===== src/rtl/loop_arb_pkg.sv =====
// Shared types and helpers for the arbiter request stage.
// Contents: MAX_REQ / MAX_IDX_W limits, idx_w() index width, onehot_ok()
// zero-or-one-hot check, onehot2idx() one-hot to binary index.
package loop_arb_pkg;

  localparam int unsigned MAX_REQ   = 32;
  localparam int unsigned MAX_IDX_W = 5;

  // Channel index width; at least one bit.
  function automatic int unsigned idx_w(input int unsigned n);
    return (n < 2) ? 1 : $clog2(n);
  endfunction

  // True when v has no bit or exactly one bit set.
  function automatic logic onehot_ok(input logic [MAX_REQ-1:0] v);
    return (v & (v - MAX_REQ'(1))) == '0;
  endfunction

  // Binary index of a one-hot vector (zero vector maps to 0).
  function automatic logic [MAX_IDX_W-1:0] onehot2idx(input logic [MAX_REQ-1:0] v);
    logic [MAX_IDX_W-1:0] idx;
    idx = '0;
    for (int i = 0; i < MAX_REQ; i++) begin
      if (v[i]) idx = idx | MAX_IDX_W'(i);
    end
    return idx;
  endfunction

endpackage


===== src/rtl/arb_req_stage_if.sv =====
// Bus bundle between the request stage, its channels, the arbiter and the
// shared-resource output.
// slave  : request-stage side (drives in_ready, arb_req/arb_en, out_*, err, starve)
// master : environment side (drives in_valid/in_data, arb_gnt, out_ready)
interface arb_req_stage_if
  import loop_arb_pkg::*;
#(
  parameter int unsigned REQ_NUM = 7,
  parameter int unsigned DATA_W  = 32
);
  localparam int unsigned IDX_W = idx_w(REQ_NUM);

  logic [REQ_NUM-1:0]        in_valid;
  logic [REQ_NUM*DATA_W-1:0] in_data;
  logic [REQ_NUM-1:0]        in_ready;
  logic [REQ_NUM-1:0]        arb_req;
  logic                      arb_en;
  logic [REQ_NUM-1:0]        arb_gnt;
  logic                      out_valid;
  logic                      out_ready;
  logic [DATA_W-1:0]         out_data;
  logic [IDX_W-1:0]          out_src;
  logic                      err;
  logic [REQ_NUM-1:0]        starve;

  modport slave (
    input  in_valid, in_data, arb_gnt, out_ready,
    output in_ready, arb_req, arb_en, out_valid, out_data, out_src, err, starve
  );

  modport master (
    output in_valid, in_data, arb_gnt, out_ready,
    input  in_ready, arb_req, arb_en, out_valid, out_data, out_src, err, starve
  );

endinterface


===== src/rtl/arb_req_slot.sv =====
// One-entry holding slot for a single request channel.
// Ports: clk, rst_n, in_valid_i/in_data_i (channel request), take_i (grant
// consumed this cycle), in_ready_o, occ_o, data_o, starve_o.
// Optional ARB_STAGE_WDOG_EN: saturating wait counter driving starve_o.
module arb_req_slot #(
  parameter int unsigned DATA_W = 32
`ifdef ARB_STAGE_WDOG_EN
  , parameter int unsigned STARVE_LIM = 64
`endif
) (
  input  logic              clk,
  input  logic              rst_n,
  input  logic              in_valid_i,
  input  logic [DATA_W-1:0] in_data_i,
  input  logic              take_i,
  output logic              in_ready_o,
  output logic              occ_o,
  output logic [DATA_W-1:0] data_o,
  output logic              starve_o
);

  logic              occ_q, occ_d;
  logic [DATA_W-1:0] data_q, data_d;
  logic              load;

  // A slot being drained this cycle may be refilled in the same cycle.
  assign in_ready_o = ~occ_q | take_i;
  assign load       = in_valid_i & in_ready_o;

  always_comb begin
    occ_d  = occ_q;
    data_d = data_q;
    if (load) begin
      occ_d  = 1'b1;
      data_d = in_data_i;
    end else if (take_i) begin
      occ_d  = 1'b0;
    end
  end

  always_ff @(posedge clk or negedge rst_n) begin
    if (!rst_n) begin
      occ_q  <= 1'b0;
      data_q <= '0;
    end else begin
      occ_q  <= occ_d;
      data_q <= data_d;
    end
  end

  assign occ_o  = occ_q;
  assign data_o = data_q;

`ifdef ARB_STAGE_WDOG_EN
  localparam int unsigned      CNT_W = $clog2(STARVE_LIM + 1);
  localparam logic [CNT_W-1:0] LIM   = CNT_W'(STARVE_LIM);

  logic [CNT_W-1:0] cnt_q, cnt_d;

  // Counts cycles spent waiting; saturates at the limit.
  always_comb begin
    cnt_d = cnt_q;
    if (!occ_q || take_i) begin
      cnt_d = '0;
    end else if (cnt_q != LIM) begin
      cnt_d = cnt_q + CNT_W'(1);
    end
  end

  always_ff @(posedge clk or negedge rst_n) begin
    if (!rst_n) cnt_q <= '0;
    else        cnt_q <= cnt_d;
  end

  assign starve_o = (cnt_q == LIM);
`else
  assign starve_o = 1'b0;
`endif

endmodule


===== src/rtl/arb_req_stage.sv =====
// Front end of the round-robin arbiter: per-channel holding slots, req gating,
// grant checking and a registered valid/ready output stage.
// Ports: clk, rst_n, bus (arb_req_stage_if.slave: in_valid/in_data/in_ready,
// arb_req/arb_en/arb_gnt, out_valid/out_ready/out_data/out_src, err, starve).
// Optional feature macro: ARB_STAGE_WDOG_EN (per-slot starvation watchdog).
module arb_req_stage
  import loop_arb_pkg::*;
#(
  parameter int unsigned REQ_NUM    = 7,
  parameter int unsigned DATA_W     = 32,
  parameter int unsigned STARVE_LIM = 64
) (
  input  logic             clk,
  input  logic             rst_n,
  arb_req_stage_if.slave   bus
);

  localparam int unsigned IDX_W = idx_w(REQ_NUM);

  if (REQ_NUM < 2 || REQ_NUM > MAX_REQ || STARVE_LIM < 1) begin : g_bad_param
    $error("arb_req_stage: illegal parameter value");
  end

  logic [REQ_NUM-1:0] occ;
  logic [REQ_NUM-1:0] take;
  logic [REQ_NUM-1:0] in_ready_w;
  logic [REQ_NUM-1:0] starve_w;
  logic [DATA_W-1:0]  slot_data [REQ_NUM];
  logic               load_ok;
  logic               gnt_bad;
  logic [DATA_W-1:0]  sel_data;

  logic               out_valid_q, out_valid_d;
  logic [DATA_W-1:0]  out_data_q, out_data_d;
  logic [IDX_W-1:0]   out_src_q, out_src_d;
  logic               err_q, err_d;

  // Holding slots, one per channel.
  for (genvar i = 0; i < REQ_NUM; i++) begin : g_slot
    arb_req_slot #(
      .DATA_W     (DATA_W)
`ifdef ARB_STAGE_WDOG_EN
      , .STARVE_LIM (STARVE_LIM)
`endif
    ) u_slot (
      .clk        (clk),
      .rst_n      (rst_n),
      .in_valid_i (bus.in_valid[i]),
      .in_data_i  (bus.in_data[i*DATA_W +: DATA_W]),
      .take_i     (take[i]),
      .in_ready_o (in_ready_w[i]),
      .occ_o      (occ[i]),
      .data_o     (slot_data[i]),
      .starve_o   (starve_w[i])
    );
  end

  // Req is withheld under backpressure so the arbiter's priority only rotates
  // on cycles where its grant is actually consumed.
  assign load_ok     = ~out_valid_q | bus.out_ready;
  assign bus.arb_req = occ & {REQ_NUM{load_ok}};
  assign bus.arb_en  = load_ok & (|occ);

  // Grant check and consumption; an illegal grant consumes nothing.
  always_comb begin
    gnt_bad = !onehot_ok(MAX_REQ'(bus.arb_gnt))
            || ((bus.arb_gnt != '0) && (bus.arb_req == '0))
            || ((bus.arb_gnt & ~occ) != '0);
    take    = gnt_bad ? '0 : (bus.arb_gnt & bus.arb_req);
  end

  // Output stage next state: load on a take, drain on out_ready, else hold.
  always_comb begin
    sel_data    = '0;
    out_valid_d = out_valid_q;
    out_data_d  = out_data_q;
    out_src_d   = out_src_q;
    err_d       = err_q | gnt_bad;
    for (int i = 0; i < REQ_NUM; i++) begin
      if (take[i]) sel_data = sel_data | slot_data[i];
    end
    if (|take) begin
      out_valid_d = 1'b1;
      out_data_d  = sel_data;
      out_src_d   = IDX_W'(onehot2idx(MAX_REQ'(take)));
    end else if (bus.out_ready) begin
      out_valid_d = 1'b0;
    end
  end

  always_ff @(posedge clk or negedge rst_n) begin
    if (!rst_n) begin
      out_valid_q <= 1'b0;
      out_data_q  <= '0;
      out_src_q   <= '0;
      err_q       <= 1'b0;
    end else begin
      out_valid_q <= out_valid_d;
      out_data_q  <= out_data_d;
      out_src_q   <= out_src_d;
      err_q       <= err_d;
    end
  end

  assign bus.in_ready  = in_ready_w;
  assign bus.starve    = starve_w;
  assign bus.out_valid = out_valid_q;
  assign bus.out_data  = out_data_q;
  assign bus.out_src   = out_src_q;
  assign bus.err       = err_q;

endmodule


===== src/flat_wrapper.sv =====
// flat-port wrapper written by rule: the top's interface ports become plain ports
module arb_req_stage_flat import loop_arb_pkg::*;
#(
  parameter int unsigned REQ_NUM    = 7,
  parameter int unsigned DATA_W     = 32,
  parameter int unsigned STARVE_LIM = 64
)
  (clk, rst_n, bus_in_valid, bus_in_data, bus_arb_gnt, bus_out_ready, bus_in_ready, bus_arb_req, bus_arb_en, bus_out_valid, bus_out_data, bus_out_src, bus_err, bus_starve);
  arb_req_stage_if #(.REQ_NUM(REQ_NUM), .DATA_W(DATA_W)) bus_i ();
  input  logic clk;
  input  logic rst_n;
  input wire logic [$bits(bus_i.in_valid)-1:0] bus_in_valid;
  input wire logic [$bits(bus_i.in_data)-1:0] bus_in_data;
  input wire logic [$bits(bus_i.arb_gnt)-1:0] bus_arb_gnt;
  input wire logic [$bits(bus_i.out_ready)-1:0] bus_out_ready;
  output wire logic [$bits(bus_i.in_ready)-1:0] bus_in_ready;
  output wire logic [$bits(bus_i.arb_req)-1:0] bus_arb_req;
  output wire logic [$bits(bus_i.arb_en)-1:0] bus_arb_en;
  output wire logic [$bits(bus_i.out_valid)-1:0] bus_out_valid;
  output wire logic [$bits(bus_i.out_data)-1:0] bus_out_data;
  output wire logic [$bits(bus_i.out_src)-1:0] bus_out_src;
  output wire logic [$bits(bus_i.err)-1:0] bus_err;
  output wire logic [$bits(bus_i.starve)-1:0] bus_starve;
  assign bus_i.in_valid = bus_in_valid;
  assign bus_i.in_data = bus_in_data;
  assign bus_i.arb_gnt = bus_arb_gnt;
  assign bus_i.out_ready = bus_out_ready;
  assign bus_in_ready = bus_i.in_ready;
  assign bus_arb_req = bus_i.arb_req;
  assign bus_arb_en = bus_i.arb_en;
  assign bus_out_valid = bus_i.out_valid;
  assign bus_out_data = bus_i.out_data;
  assign bus_out_src = bus_i.out_src;
  assign bus_err = bus_i.err;
  assign bus_starve = bus_i.starve;
  arb_req_stage #(.REQ_NUM(REQ_NUM), .DATA_W(DATA_W), .STARVE_LIM(STARVE_LIM)) u_core (.clk(clk), .rst_n(rst_n), .bus(bus_i));
endmodule

===== config.mk =====
export PLATFORM = sky130hd
export DESIGN_NAME = arb_req_stage_flat
export DESIGN_NICKNAME = d
export VERILOG_FILES = /design/src/rtl/loop_arb_pkg.sv /design/src/rtl/arb_req_stage_if.sv /design/src/rtl/arb_req_slot.sv /design/src/rtl/arb_req_stage.sv /design/src/flat_wrapper.sv
export SDC_FILE = /design/constraint.sdc
export NUM_CORES = 1
export LEC_CHECK = 0
export CAP_MARGIN = 20
export CORE_MARGIN = 2
export CORE_UTILIZATION = 42
export DETAILED_ROUTE_END_ITERATION = 12
export PLACE_DENSITY_LB_ADDON = 0.08
export SETUP_SLACK_MARGIN = 0.4
export SYNTH_ARGS = -nofsm -noshare
export SYNTH_HDL_FRONTEND = slang
export SYNTH_SLANG_ARGS = --single-unit
export TNS_END_PERCENT = 10

===== constraint.sdc =====
create_clock -name clk -period 4.5 [get_ports clk]
set_input_delay 1.35 -clock clk [delete_from_list [all_inputs] [get_ports clk]]
set_output_delay 1.35 -clock clk [all_outputs]
set_load 0.1 [all_outputs]

**Yosys cells after proc, flatten, opt, wreduce, memory -nomap -nowiden**

Index checks and enable logic that the tools add are counted.

- $add $sub $neg: 1
- Muxes and demuxes: 30
- Bitwise gates (word level): 36
- Reduce and logical (&&, ||, !) cells: 18

Operators by type and width:

| operator | number |
|---|---|
| 2-to-1 mux 32 bit | 7 |
| OR 32 bit | 6 |
| bitwise AND 7 x 32 -> 32 bit | 1 |
| logical NOT 32 bit | 1 |
| bitwise AND 7 bit | 3 |
| 2-to-1 mux 1 bit | 17 |
| nonzero test 2 bit | 8 |
| nonzero test 7 bit | 2 |
| OR reduction 7 bit | 2 |
| 2-to-1 mux 3 bit | 3 |
| OR 1 bit | 9 |
| bitwise AND 1 bit | 8 |
| inverter 1 bit | 8 |
| subtractor 7 x 1 -> 8 bit, second input constant | 1 |
| logical NOT 7 bit | 1 |
| 2-to-1 mux 7 bit | 1 |
| inverter 7 bit | 1 |
| 2-to-1 mux 2 bit | 2 |
| logical OR 1 bit | 2 |
| logical AND 1 bit | 1 |
| logical NOT 1 bit | 1 |

- Register bits: 268
- Input port bits: 241
- Output and inout bits: 59
- Logic and storage cells: 103

**Depth between registers and ports, before layout**

- Word-level depth: 21
- Gate-level depth with buffers: 9
- Depth with buffers taken out: 6

**Hierarchy**

From an unflattened synthesis, not the netlist that was laid out.

- Cells, all modules: 875
- Area total of the unflattened synthesis: 12938.7 um^2

Modules (own cells, without submodules):

| module | times used | cells each | area each (um^2) |
|---|---|---|---|
| arb_req_slot | 7 | 73 | 1402.6 |
| arb_req_stage | 1 | 364 | 3120.5 |

**Worst setup path before layout**

No wires, ideal clock.

- Path type: input -> output
- Start: input bus_arb_gnt[3]
- End: output bus_in_ready[1]
- Data arrival time: 3.157 ns
- Required time: 3.150 ns
- Path slack: -0.007 ns
- Cell stages on the path: 7
- Path buffers: 2
- Cells stage by stage: or4_1 > a21oi_1 > o21ai_1 > buf_2 > nor3_4 > nand2b_1 > buf_4

- Longest elaborated chain between the ends: 8

Ends and longest elaborated chain:

| item | RTL line | text |
|---|---|---|
| start, declared | flat_wrapper.sv:14 | `input wire logic [$bits(bus_i.arb_gnt)-1:0] bus_arb_gnt;` |
| subtractor 7 x 1 -> 8 bit | loop_arb_pkg.sv:16 | `return (v & (v - MAX_REQ'(1))) == '0;` |
| bitwise AND 7 x 32 -> 32 bit | loop_arb_pkg.sv:16 |  |
| logical NOT 32 bit | loop_arb_pkg.sv:16 |  |
| logical NOT 1 bit | arb_req_stage.sv:66 | `gnt_bad = !onehot_ok(MAX_REQ'(bus.arb_gnt))` |
| logical OR 1 bit | arb_req_stage.sv:67 | `\|\| ((bus.arb_gnt != '0) && (bus.arb_req == '0))` |
| logical OR 1 bit * | arb_req_stage.sv:68 | `\|\| ((bus.arb_gnt & ~occ) != '0);` |
| 2-to-1 mux 7 bit * | arb_req_stage.sv:69 | `take = gnt_bad ? '0 : (bus.arb_gnt & bus.arb_req);` |
| OR 1 bit * | arb_req_slot.sv:27 | `assign in_ready_o = ~occ_q \| take_i;` |
| end, declared | flat_wrapper.sv:16 | `output wire logic [$bits(bus_i.in_ready)-1:0] bus_in_ready;` |

Every way passes the cells marked *; elsewhere a longest branch is shown, timed or not.

**Final worst setup path**

- Start: input bus_arb_gnt[5]
- End: output bus_in_ready[5]

- Longest elaborated chain between the ends: 8

Ends and longest elaborated chain:

| item | RTL line |
|---|---|
| subtractor 7 x 1 -> 8 bit | loop_arb_pkg.sv:16 |
| bitwise AND 7 x 32 -> 32 bit | loop_arb_pkg.sv:16 |
| logical NOT 32 bit | loop_arb_pkg.sv:16 |
| logical NOT 1 bit | arb_req_stage.sv:66 |
| logical OR 1 bit | arb_req_stage.sv:67 |
| logical OR 1 bit | arb_req_stage.sv:68 |
| 2-to-1 mux 7 bit * | arb_req_stage.sv:69 |
| OR 1 bit * | arb_req_slot.sv:27 |

Marked as above.

==> qor.txt <==
=================================================================================
Clock latency on the worst-skew pair                                      0.56 ns
Routability congestion estimate from global placement                      0.8461
Total number of yosys warnings                                                  0
Mean post-synth cell area                                              12.99 um^2
Ranking of synthesized cells by area                                 sky130_fd_sc_hd__dfrtp_1 54%, sky130_fd_sc_hd__mux2_2 13%, sky130_fd_sc_hd__mux2_4 7.2%
RSZ-0062 raised after global routing                                         true
Maximum buffer depth of the clock tree                                          3
Seq cells post-synth                                                          268
Worst setup slack before clock tree synthesis                          -0.2954 ns
Total of buffers placed on input and output ports                             292
Unique cell type count in the Yosys netlist                                    51
HPWL after DPL                                                           26940 um
CP endpoint kind                                                      output port
Final critical delay including setup and external delays                 4.277 ns
Net total in the final layout                                                1523
Clock tree from TritonCTS                                                   built
Achievable frequency                                                    233.8 MHz
First-pass GRT wire length                                               58310 um
Full die area                                                        0.03118 mm^2
Clock transition at the registers of the reported paths                   0.06 ns
Clk sink count                                                                268
Number of vias per cell after detailed routing                              5.371
Minimum hold slack                                                      0.4907 ns
Ports placed on the boundary                                                  300
Number of hold violations in the final report                                   0
Async set-reset flop share out of synthesis                                100.0%
Die Height                                                               176.6 um
Number of core rows                                                            63
Post-route worst setup slack                                            0.2234 ns
Global route overflow                                                           0
Cell class contributing the biggest share of worst-path delay        compound AO/OA/AOI/OAI gates
Tightest slew margin relative to the limit                                 28.43%
Count of vias placed by the detailed router                                  9120
Leakage power total                                                      7.623 nW
Gate count of the mapped netlist                                              963
Initial DRC Count                                                             492
Number of buffers created by CTS                                               31
Worst Path Arrival                                                        2.93 ns
Classification of the worst setup path                                  in -> out
Least-Margin Pin Slew                                                    1.070 ns
Status                                                               finished, final reports clean
Area of the core                                                     0.02948 mm^2
Min-Delay Path Class                                                   reg -> reg
Horizontal extent of the die                                             176.6 um
Count of H-tree levels built during CTS                                         1
Max FO, Critical Path                                                           5
Area taken by flip-flops and latches                                 0.006706 mm^2
Area Overhead vs Synth                                                     39.44%
Cell accounting for the most synthesized area                        sky130_fd_sc_hd__dfrtp_1
Final setup violation count                                                     0
Routed wirelength normalized by instance count                           22.61 um
Wire length after detailed routing                                       38390 um
Power density relative to cell area                                  479.2 mW/mm^2
Cells traversed along the worst timing path                          buf_6 -> buf_6 -> nand2b_4 -> a222oi_1 -> buf_4 -> nand3_4 -> o31ai_4 -> buf_12
Final TNS setup                                                              0 ns
Slew Viols, Final                                                               0
Portion of synthesized cell area occupied by the leading cell type         53.61%
Global routing usage summed across all routing layers                      24.69%
Router iterations before antenna repair                                         5
Mapped cell area                                                     0.01251 mm^2
Data required, critical path                                              3.15 ns
Dominant register cell in the synthesized netlist                    sky130_fd_sc_hd__dfrtp_1
WP buf/inv                                                                      4
Number of enable flip-flop cells after synthesis                                0
Slowest library cell on the worst path                               sky130_fd_sc_hd__o31ai_4
Number of global-route vias before repair                                    9631
Worst VDD drop                                                           286.8 uV
Leading cell type by number of instances after synthesis             sky130_fd_sc_hd__dfrtp_1
Max-cap violations                                                              0
Leading post-synthesis cells by instance count                       268 x sky130_fd_sc_hd__dfrtp_1, 140 x sky130_fd_sc_hd__mux2_2, 60 x sky130_fd_sc_hd__mux2_4, 56 x sky130_fd_sc_hd__inv_1, 42 x sky130_fd_sc_hd__a22oi_1
Critical Path Start Type                                                input pin
PnR Total Power                                                        0.008358 W
Largest net degree at the start of global routing                             109
Remaining antenna violation count                                               0
Cell with the most instances on the worst path                       sky130_fd_sc_hd__buf_6
Initial antenna violation count                                                 6
Filler cells                                                                 2477
Multi-input gate area                                                0.005289 mm^2
Maximum single-stage delay on the critical path                           0.34 ns
Buffer cell driving the clock tree root                              sky130_fd_sc_hd__clkbuf_16
Initial Utilization                                                        42.43%
Worst clock skew                                                      0.008728 ns
Crit share post-route                                                      95.04%
Portion of the post-synthesis area used by sequential elements             53.61%
Ratio of cells with drive above 1 in the final layout                      28.51%
Post-route DRC violation count                                                  0
=================================================================================
[final cells by class]
cell class,instances,share of cell area [%]
tap,390,2.798
clock buffer,45,5.150
sequential,268,38.45
multi-input combinational,564,30.32
antenna,3,0.04304
clock inverter,11,0.6384
timing repair buffer,361,21.40
inverter,56,1.205
[cell families after synthesis]
logic type,synth area share [%]
flip-flops,53.61
buffers and inverters,5.251
adder cells (fa/ha/maj),0.08002
AO/OA/AOI/OAI,10.70
AND/OR/NAND/NOR,5.791
multiplexers,24.53
other,0.02998
[layout by cell type, fill, tap and decap left out, drive strengths merged, types with 2 or more instances in the layout]
cell and instances:
clkdlybuf4s50 270, dfrtp 268, mux2 225, buf 89
inv 57, clkbuf 45, a22oi 42, nor3 36
nand2 33, mux2i 31, a22o 23, a32o 19
a21oi 18, a2111oi 15, a221oi 15, nor2 15
o31ai 15, nand3 13, nand2b 13, and2 12
conb 7, clkinv 7, nor4 6, o21ai 5
or4 4, diode 3, a222oi 2, bufinv 2
dlygate4sd2 2, nand4 2
[registers in the layout, indices dropped and copies added, names as in the netlist]
| name | count |
|---|---|
| u_core.bus.out_data | 32 |
| u_core.g_slot.u_slot.occ_o | 7 |
| u_core.bus.err | 1 |
| u_core.g_slot.u_slot.data_o | 224 |
| u_core.bus.out_valid | 1 |
| u_core.bus.out_src | 3 |
[power by group]
part	internal, W	switching [W]	total, W
clock	0.00149	0.000988	0.00248
sequential	0.00318	0.000412	0.00359
combinational	0.00117	0.00113	0.00229
[through the flow]
| stage | cell area (um^2) | cells | util (%) |
|---|---|---|---|
| after floorplan | 12560 | 969 | - |
| after global placement | 16310 | 1631 | 55.33 |
| after detailed placement | 16310 | 1631 | 55.33 |
| after CTS | 17430 | 1695 | 59.12 |
| after global routing | 17440 | 1696 | 59.15 |
| final | 17440 | 1698 | 59.17 |
[per-layer routing]
metal  vias to the layer above  share of wire (%)  track usage, %
met2                       311                 45           38.43
met1                      4599                 45           35.18
met5                         -              0.060               0
li1                       4146                  -               -
met3                        60                6.8           5.125
met4                         4                2.7           6.508
[final timing paths]
check | startpoint | end | slack, ns | cells past startpoint
max | bus_arb_gnt[5] | bus_in_ready[5] | 0.22 | 8
min | u_core.g_slot[4].u_slot.data_o[17] | u_core.g_slot[4].u_slot.data_o[17] | 0.49 | 1
max reg2reg | u_core.g_slot[1].u_slot.occ_o | u_core.bus.out_data[6] | 1.59 | 6
min reg2reg | u_core.g_slot[4].u_slot.data_o[17] | u_core.g_slot[4].u_slot.data_o[17] | 0.49 | 1
max in group asynchronous | rst_n | u_core.g_slot[3].u_slot.data_o[18] | 2.71 | 2
min in group asynchronous | rst_n | u_core.bus.out_data[4] | 0.85 | 1
[what timing repair did]
| item | 4_1_cts | 5_1_grt |
|---|---|---|
| pin swaps | 9 | 0 |
| setup endpoints to repair | 7 | 9 |
| hold buffers | 0 | 0 |
| buffers inserted | 8 | 0 |
| gates resized for setup | 32 | 1 |
| endpoints found under the hold margin | 0 | 0 |
Power figures use the tool's default switching activity.
